**config.mk**
```make
export PLATFORM = sky130hd
export DESIGN_NAME = adder_datapath
export DESIGN_NICKNAME = d
export VERILOG_FILES = /design/src/rtl/adder_pkg.sv /design/src/rtl/adder_result_buf.sv /design/src/rtl/adder_datapath.sv
export SDC_FILE = /design/constraint.sdc
export NUM_CORES = 1
export LEC_CHECK = 0
export BUFFER_PORTS_ARGS = -buffer_cell sky130_fd_sc_hd__buf_4
export CAP_MARGIN = 10
export CORE_ASPECT_RATIO = 0.75
export CORE_UTILIZATION = 48
export CTS_BUF_LIST = sky130_fd_sc_hd__clkbuf_4 sky130_fd_sc_hd__clkbuf_8 sky130_fd_sc_hd__clkbuf_16
export DETAILED_ROUTE_END_ITERATION = 16
export PLACE_DENSITY = 0.66
export SLEW_MARGIN = 25
export SYNTH_ARGS = -nofsm -noshare
export SYNTH_HDL_FRONTEND = slang
export SYNTH_SLANG_ARGS = --single-unit
```
**constraint.sdc**
```tcl
create_clock -name clk -period 4.8 [get_ports clk]
set_clock_uncertainty 0.2 [all_clocks]
set_input_delay 0.72 -clock clk [delete_from_list [all_inputs] [get_ports clk]]
set_output_delay 0.72 -clock clk [all_outputs]
set_load 0.03 [all_outputs]
```
**src/rtl/adder_pkg.sv**
```systemverilog
// Shared types and step decode for the three-operand adder datapath.
package adder_pkg;

   typedef enum logic [2:0] {
      STEP_NONE,
      STEP_LOAD,
      STEP_ADD_Y,
      STEP_ADD_Z,
      STEP_ILLEGAL
   } step_t;

   typedef enum logic [1:0] {
      SEQ_IDLE,
      SEQ_LOADED,
      SEQ_ADDED
   } seq_t;

   // Only the three exact strobe patterns are legal; anything else with EN high is a fault.
   function automatic step_t decode_step(input logic en, input logic s0,
                                         input logic s1, input logic s2);
      step_t step;
      if (!en) begin
         step = STEP_NONE;
      end else begin
         case ({s0, s1, s2})
            3'b100:  step = STEP_LOAD;
            3'b010:  step = STEP_ADD_Y;
            3'b011:  step = STEP_ADD_Z;
            default: step = STEP_ILLEGAL;
         endcase
      end
      return step;
   endfunction

endpackage

```
**src/rtl/adder_result_buf.sv**
```systemverilog
// Result register with valid/ready handshake and sticky overrun flag.
module adder_result_buf #(
   parameter int WIDTH = 8
) (
   input  logic             clk,
   input  logic             reset,
   input  logic             commit,
   input  logic [WIDTH+1:0] sum,
   input  logic             RES_READY,
   input  logic             CLR,
   output logic [WIDTH+1:0] RES,
   output logic             RES_VALID,
   output logic             OVR
);

   logic ovr_set;

   assign ovr_set = commit && RES_VALID && !RES_READY;

   // A commit always wins over a handshake so the fresh result stays valid.
   always_ff @(posedge clk) begin
      if (reset) begin
         RES       <= '0;
         RES_VALID <= 1'b0;
         OVR       <= 1'b0;
      end else begin
         if (commit) begin
            RES       <= sum;
            RES_VALID <= 1'b1;
         end else if (RES_VALID && RES_READY) begin
            RES_VALID <= 1'b0;
         end
         OVR <= ovr_set | (OVR & ~CLR);
      end
   end

endmodule

```
**src/rtl/adder_datapath.sv**
```systemverilog
// Three-operand adder datapath: step decode, order checker, accumulator and result port.
module adder_datapath
   import adder_pkg::*;
#(
   parameter int WIDTH = 8
) (
   input  logic             clk,
   input  logic             reset,
   input  logic             EN,
   input  logic             S0,
   input  logic             S1,
   input  logic             S2,
   input  logic [WIDTH-1:0] X,
   input  logic [WIDTH-1:0] Y,
   input  logic [WIDTH-1:0] Z,
   output logic [WIDTH+1:0] RES,
   output logic             RES_VALID,
   input  logic             RES_READY,
   output logic             SEQ_ERR,
   output logic             OVR,
   input  logic             CLR
);

   step_t            step;
   seq_t             state;
   logic [WIDTH+1:0] acc;
   logic [WIDTH-1:0] yr;
   logic [WIDTH-1:0] zr;
   logic [WIDTH+1:0] sum;
   logic             commit;
   logic             seq_fault;

   assign step = decode_step(EN, S0, S1, S2);
   assign sum  = acc + {2'b00, zr};

   // A LOAD is always honoured, but only counts as in-order when starting from idle.
   always_comb begin
      seq_fault = 1'b0;
      commit    = 1'b0;
      case (step)
         STEP_LOAD:    seq_fault = (state != SEQ_IDLE);
         STEP_ADD_Y:   seq_fault = (state != SEQ_LOADED);
         STEP_ADD_Z: begin
            commit    = (state == SEQ_ADDED);
            seq_fault = (state != SEQ_ADDED);
         end
         STEP_ILLEGAL: seq_fault = 1'b1;
         default:      ;
      endcase
   end

   always_ff @(posedge clk) begin
      if (reset) begin
         state   <= SEQ_IDLE;
         acc     <= '0;
         yr      <= '0;
         zr      <= '0;
         SEQ_ERR <= 1'b0;
      end else begin
         SEQ_ERR <= seq_fault | (SEQ_ERR & ~CLR);
         case (step)
            STEP_LOAD: begin
               acc   <= {2'b00, X};
               yr    <= Y;
               zr    <= Z;
               state <= SEQ_LOADED;
            end
            STEP_ADD_Y: begin
               if (state == SEQ_LOADED) begin
                  acc   <= acc + {2'b00, yr};
                  state <= SEQ_ADDED;
               end else begin
                  state <= SEQ_IDLE;
               end
            end
            STEP_ADD_Z: begin
               if (commit) acc <= sum;
               state <= SEQ_IDLE;
            end
            STEP_ILLEGAL: state <= SEQ_IDLE;
            default:      ;
         endcase
      end
   end

   adder_result_buf #(.WIDTH(WIDTH)) u_result_buf (
      .clk       (clk),
      .reset     (reset),
      .commit    (commit),
      .sum       (sum),
      .RES_READY (RES_READY),
      .CLR       (CLR),
      .RES       (RES),
      .RES_VALID (RES_VALID),
      .OVR       (OVR)
   );

endmodule

```
-- Yosys cells after proc, flatten, opt, wreduce, memory -nomap -nowiden
Index checks and enable logic that the tools add are counted.
Widths: inputs -> output; s select.
- output and inout bits: 13
- word-level logic and storage cells: 49
- register bits after elaboration: 41
- reduce and logical (&&, ||, !) cells: 10
- add/sub/neg operators: 2
- bitwise gates (word level): 5
- eq/ne operators: 13
- multiplexer cells: 11
- operators with widths (operator ; number):
    $pmux 10 s3 ; 1
    $add 10x8->10 ; 2
    $mux 10 ; 2
    $eq 3x2->1 const B ; 4
    $pmux 3 s3 ; 1
    $eq 3x3->1 const B ; 2
    $pmux 2 s3 ; 1
    $reduce_bool 3->1 ; 2
    $ne 2x1->1 const B ; 2
    $ne 2x2->1 const B ; 2
    $pmux 1 s4 ; 1
    $reduce_bool 2->1 ; 2
    $eq 3x1->1 const B ; 1
    $logic_and 1x1->1 ; 3
    $mux 1 ; 3
    $mux 3 ; 1
    $reduce_and 3->1 ; 1
    $and 1x1->1 ; 2
    $eq 2x1->1 const B ; 1
    $eq 2x2->1 const B ; 1
    $mux 2 ; 1
    $or 1x1->1 ; 2
    $reduce_or 2->1 ; 1
    $logic_not 1->1 ; 1
    $not 1->1 ; 1

-- Logic depth before layout (Yosys ltp)
- word-level depth: 8
- gate-level depth with buffers: 9
- gate-level depth less buffers: 9

-- By module
From an unflattened synthesis, not the netlist that was laid out.
- cell total of the unflattened synthesis: 298
- area total of the unflattened synthesis: 2489.9 µm²
- modules (own cells, without submodules) (module ; area each (µm²) ; instances ; cells an instance):
    adder_datapath ; 2064.5 ; 1 ; 259
    adder_result_buf ; 425.4 ; 1 ; 39

-- Least setup slack after synthesis
OpenSTA, ideal clock, no wires.
- path type: in2reg
- start point: in S2
- end point: reg acc[8]
- cell stages on the path: 7
- slack: 2.578 ns
- path buffers: 1
- data required time: 4.468 ns
- setup time: 0.132 ns
- arrival: 1.890 ns
- cells stage by stage: buf_2 -> or3b_1 -> o21ai_2 -> a21o_2 -> o311ai_1 -> a221oi_1 -> nor3_1
- word-level cells in the longest chain between the ends: 7
- elaborated cells on any way between the ends: 14
- ends and longest elaborated chain (element ; RTL line ; text):
    start, declared ; adder_datapath.sv:12 ; input logic S2,
    $eq 3x2->1 / $eq 3x3->1 (equally long branches) ; adder_pkg.sv:25 ; case ({s0, s1, s2})
    $pmux 3 s3 (*) ; adder_pkg.sv:25 ;
    $mux 3 (*) ; adder_pkg.sv:22 ; if (!en) begin
    $eq 3x2->1 ; adder_datapath.sv:40, adder_datapath.sv:61 ;
    $mux 1 ; adder_datapath.sv:40 ; case (step)
    $ne 2x1->1 (no source line) ; - ;
    $reduce_and 3->1 (no source line) ; - ;
    end signal, assigned ; adder_datapath.sv:63 ; acc <= {2'b00, X};
    end signal, assigned ; adder_datapath.sv:70 ; acc <= acc + {2'b00, yr};
    end signal, assigned ; adder_datapath.sv:77 ; if (commit) acc <= sum;
    end, declared ; adder_datapath.sv:26 ; logic [WIDTH+1:0] acc;
Mark *: on every way between the ends. The rest lies on a longest branch, timed or not.
A chain may end at the register's enable or synchronous reset.

-- Worst setup path in the final report
- start point: in S0
- end point: reg u_result_buf.RES[7]
- word-level cells in the longest chain between the ends: 5
- elaborated cells on any way between the ends: 7
- ends and longest elaborated chain (element ; RTL line ; text):
    start, declared ; adder_datapath.sv:10 ; input logic S0,
    $eq 3x2->1 / $eq 3x3->1 (equally long branches) ; adder_pkg.sv:25 ;
    $pmux 3 s3 (*) ; adder_pkg.sv:25 ;
    $mux 3 (*) ; adder_pkg.sv:22 ;
    $eq 3x2->1 (*) ; adder_datapath.sv:40 ;
    $mux 1 (*) ; adder_datapath.sv:40 ;
    end signal, assigned ; adder_result_buf.sv:28 ; RES <= sum;
    end, declared ; adder_result_buf.sv:11 ; output logic [WIDTH+1:0] RES,
Marked as above.

==> impl_metrics.py <==
metrics = {
    "grt": {
        "wire_length_of_the_first_global_routing_pass_mm": 11.1,
        "grt_max_degree": 43,
        "grt.busiest_layer": "met2",
        "grt_overflow_total": 0,
        "first_global_vias": 2297,
        "grt.met1_usage_pct": 35.5,
        "grt_antenna_before_repair": 0,
        "grt_use_met3_pct": 4.00,
        "grt_use_met2_pct": 41.0,
        "grt.total_usage_pct": 25.3,
    },
    "floorplanning": {
        "floorplan.die.width_um": 87.1,
        "die_height_um": 65.8,
        "floorplan.rows": 22,
        "overall_die_area_um2": 5730,
        "floorplan.core_area_um2": 5060,
        "design.portCount": 45,
        "initial_utilization_pct": 51.4,
    },
    "yosys": {
        "yosysMostFrequentCell": "sky130_fd_sc_hd__nand2_1",
        "synth_cell_types": 59,
        "post_synth_main_area_contributors": "sky130_fd_sc_hd__dfxtp_1, sky130_fd_sc_hd__nand2_1, sky130_fd_sc_hd__a21oi_1",
        "number_of_enable_type_register_cells_in_the_synthesized_netlist": 0,
        "synthFlopType": "sky130_fd_sc_hd__dfxtp_1",
        "ys_seq_area_share_pct": 31.5,
        "synthDominantCellAreaShare_pct": 31.5,
        "dominant_combinational_cell_family_by_area_after_synthesis": "compound AO/OA/AOI/OAI gates",
        "yosys.area_share.xor_xnor_pct": 2.02,
        "synth_fp_nets": 388,
        "yosys.area_share.adder_pct": 9.22,
        "synthCells": 338,
        "post_synth_most_frequent_cells": "sky130_fd_sc_hd__nand2_1, sky130_fd_sc_hd__a21oi_1, sky130_fd_sc_hd__dfxtp_1",
        "synth_seq_cells": 41,
        "synth_simple_gate_area_share_pct": 24.4,
        "synth.yosys.warnings": 0,
        "muxShareOfSynthArea_pct": 1.59,
        "share_of_async_settable_or_async_resettable_flops_after_synthesis_pct": 0,
        "synth_compound_area_share_pct": 27.1,
        "synthDominantAreaCellType": "sky130_fd_sc_hd__dfxtp_1",
        "synthesis.area_um2": 2600,
        "syn_area_per_cell_um2": 7.71,
    },
    "sta": {
        "worst_slack_ns": 2.18,
        "setup-tns-final_ns": 0,
        "clock.fmax_ghz": 0.382,
        "setup_viol_count_final": 0,
        "final_min_period_over_clock_period_pct": 54.6,
        "finalHoldViolations": 0,
        "timing_max_transition_violations_final": 0,
        "final.min_clock_period_ns": 2.62,
        "max_slew_margin_pct": 47.0,
        "grt_setup_unrepaired": "false",
        "worst_pin_slew_ns": 0.796,
    },
    "setup_path": {
        "worstReg2RegEnd": "acc[8]",
        "cp_max_fo": 13,
        "setup.reg_to_reg.worst_slack_ns": 2.36,
        "timing.critical_path.required_ns": 4.82,
        "reg2reg_depth": 9,
        "worst_ep_arrival_time_ns": 2.64,
        "critPathCaptureType": "register",
        "cp-start-kind": "input port",
        "regToRegStartpoint": "acc[0]",
        "setup.worst_path.class": "input port to register",
    },
    "clocking": {
        "clk_path_buf_depth": 2,
        "clkLatencyLatePin_ns": 0.30,
        "clock_tree.root_cell": "sky130_fd_sc_hd__clkbuf_8",
        "cts_buffers": 5,
        "cts_post_setup_buffers_inserted": 0,
        "clock_sinks": 41,
        "tritoncts": "yes",
        "clkSlewWorstSetupHoldPaths_ns": 0.08,
        "cts_max_level": 2,
        "cts-hold-fix-buffers": 0,
        "post_cts_resize_count": 0,
    },
    "hold_path": {
        "worstHoldStart": "u_result_buf.RES[5]",
        "worst_hold_path_type": "register to register",
        "end_point_of_the_most_critical_hold_path": "u_result_buf.RES[5]",
        "worst_hold_path_depth": 2,
    },
    "pwr": {
        "vdd.ir_drop.worst_mv": 0.151,
        "report.power.total_uw": 732,
        "sequentialPowerShare_pct": 48.0,
        "power.share.clock_pct": 40.9,
        "internal_power_uw": 558,
        "logic_gate_share_of_total_power_pct": 11.1,
        "total_switching_power_uw": 174,
        "power.share.switching_pct": 23.8,
        "cellLeakagePower_uw": 0.00117,
        "power.density_cell_area_nw_per_um2": 238,
    },
    "final_layout": {
        "antenna-diode-count": 0,
        "layout.nets": 422,
        "non_filler_instances": 445,
        "drive_gt1_share_pct": 16.9,
        "filler_cells": 508,
        "flow.area_growth_from_synthesis_pct": 17.9,
    },
    "run_status": {
        "status": "completed",
    },
    "drt": {
        "antenna_left": 0,
        "finalWirelength_mm": 6.90,
        "drt-initial-drc-count": 154,
        "drt-wirelength-per-cell_um": 15.5,
        "drc_errors": 0,
        "dr_total_vias": 2574,
        "drt-vias-per-instance": 5.78,
        "drtPass1Iterations": 5,
    },
    "placement": {
        "pre_cts_ws_ns": 1.87,
        "portBuffers": 44,
        "place.gp.congestion": 0.852,
        "hpwlAfterDp_mm": 5.03,
        "place_inst": 437,
    },
    "flow_run": {
        "max-cap-violations": 0,
    },
}
[cell families (layout without fill, tap and decap cells)]
logic type               after synthesis  count (layout)
flip-flops                            41              41
buffers and inverters                 26              61
AND/OR/NAND/NOR                      134             134
AO/OA/AOI/OAI                        109             109
XOR/XNOR                               6               6
multiplexers                           4               4
adder cells (fa/ha/maj)               18              18
[layer usage]
metal  share of wire, %  vias to the layer above
met4                1.3                        0
met3                6.0                       15
li1                   -                     1288
met1                 48                     1171
met2                 45                      100
met5                  0                        -
[power by group through the flow]
| stage | logic [µW] | clock network (µW) | registers, µW |
|---|---|---|---|
| after floorplan | 48.6 | 0 | 358 |
| after global placement | 79.5 | 0 | 359 |
| after detailed placement | 80.1 | 0 | 359 |
| after CTS | 80.5 | 303 | 351 |
| after global routing | 88.8 | 318 | 352 |
| final | 81.1 | 299 | 351 |
[stage by stage]
step | util [%] | area (µm²) | hold slack [ns]
CTS | 60.6 | 3070 | 0.262
floorplan | - | 2610 | 0.240
global placement | 58.3 | 2950 | 0.246
detailed placement | 58.3 | 2950 | 0.251
finish | 60.6 | 3070 | 0.257
global route | 60.6 | 3070 | 0.277
[registers in the layout, summed over array words and instances (netlist names)]
register	count
yr	8
u_result_buf.OVR	1
acc	10
state	2
zr	8
SEQ_ERR	1
u_result_buf.RES_VALID	1
u_result_buf.RES	10
[cell type report]
| type | instances | area, µm² | area share (%) |
|---|---|---|---|
| multi-input cells | 271 | 1680 | 54.6 |
| inverters | 9 | 33.8 | 1.10 |
| repair buffers | 44 | 330 | 10.8 |
| flip-flops and latches | 41 | 821 | 26.7 |
| well taps | 72 | 90.1 | 2.93 |
| clock buffers | 7 | 90.1 | 2.93 |
| clock inverters | 1 | 30.0 | 0.978 |
[critical path, cell delays in order]
cell and delay (ns):
sky130_fd_sc_hd__buf_4 0.12, sky130_fd_sc_hd__nor2b_2 0.18, sky130_fd_sc_hd__and2_1 0.41, sky130_fd_sc_hd__nand2_1 0.23
sky130_fd_sc_hd__nor3b_2 0.66, sky130_fd_sc_hd__o21ai_1 0.15, sky130_fd_sc_hd__a21oi_1 0.17
[cell usage in the layout (no fill, tap or decap), types with 2 or more instances in the layout]
cell type,count
sky130_fd_sc_hd__nand2_1,59
sky130_fd_sc_hd__buf_4,44
sky130_fd_sc_hd__a21oi_1,43
sky130_fd_sc_hd__dfxtp_1,41
sky130_fd_sc_hd__nor2_1,23
sky130_fd_sc_hd__o21ai_0,16
sky130_fd_sc_hd__ha_1,16
sky130_fd_sc_hd__a211oi_1,13
sky130_fd_sc_hd__inv_1,9
sky130_fd_sc_hd__nand3_1,9
sky130_fd_sc_hd__nor3_1,8
sky130_fd_sc_hd__clkbuf_8,6
sky130_fd_sc_hd__and2_1,5
sky130_fd_sc_hd__o211ai_1,5
sky130_fd_sc_hd__o21a_1,5
sky130_fd_sc_hd__nand2b_1,4
sky130_fd_sc_hd__and3_1,4
sky130_fd_sc_hd__nor2b_1,4
sky130_fd_sc_hd__xnor2_1,4
sky130_fd_sc_hd__nor3b_1,3
sky130_fd_sc_hd__nand3b_1,3
sky130_fd_sc_hd__mux2i_1,3
sky130_fd_sc_hd__o21bai_1,2
sky130_fd_sc_hd__nand4_1,2
sky130_fd_sc_hd__nor4_1,2
sky130_fd_sc_hd__a31oi_1,2
sky130_fd_sc_hd__xor2_1,2
sky130_fd_sc_hd__o31a_1,2
sky130_fd_sc_hd__a211o_1,2
sky130_fd_sc_hd__a311oi_1,2
sky130_fd_sc_hd__fa_1,2
[worst max path at each step]
stage	from	endpoint	slack [ns]	cells after the start
after floorplan	S2	acc[8]	2.58	7
after global placement	S2	acc[9]	1.90	7
after detailed placement	S2	acc[9]	1.87	7
after CTS	S2	acc[9]	2.17	7
after global routing	S0	u_result_buf.RES[1]	1.94	7
final	S0	u_result_buf.RES[7]	2.18	7
(Power assumes the default switching activity.)
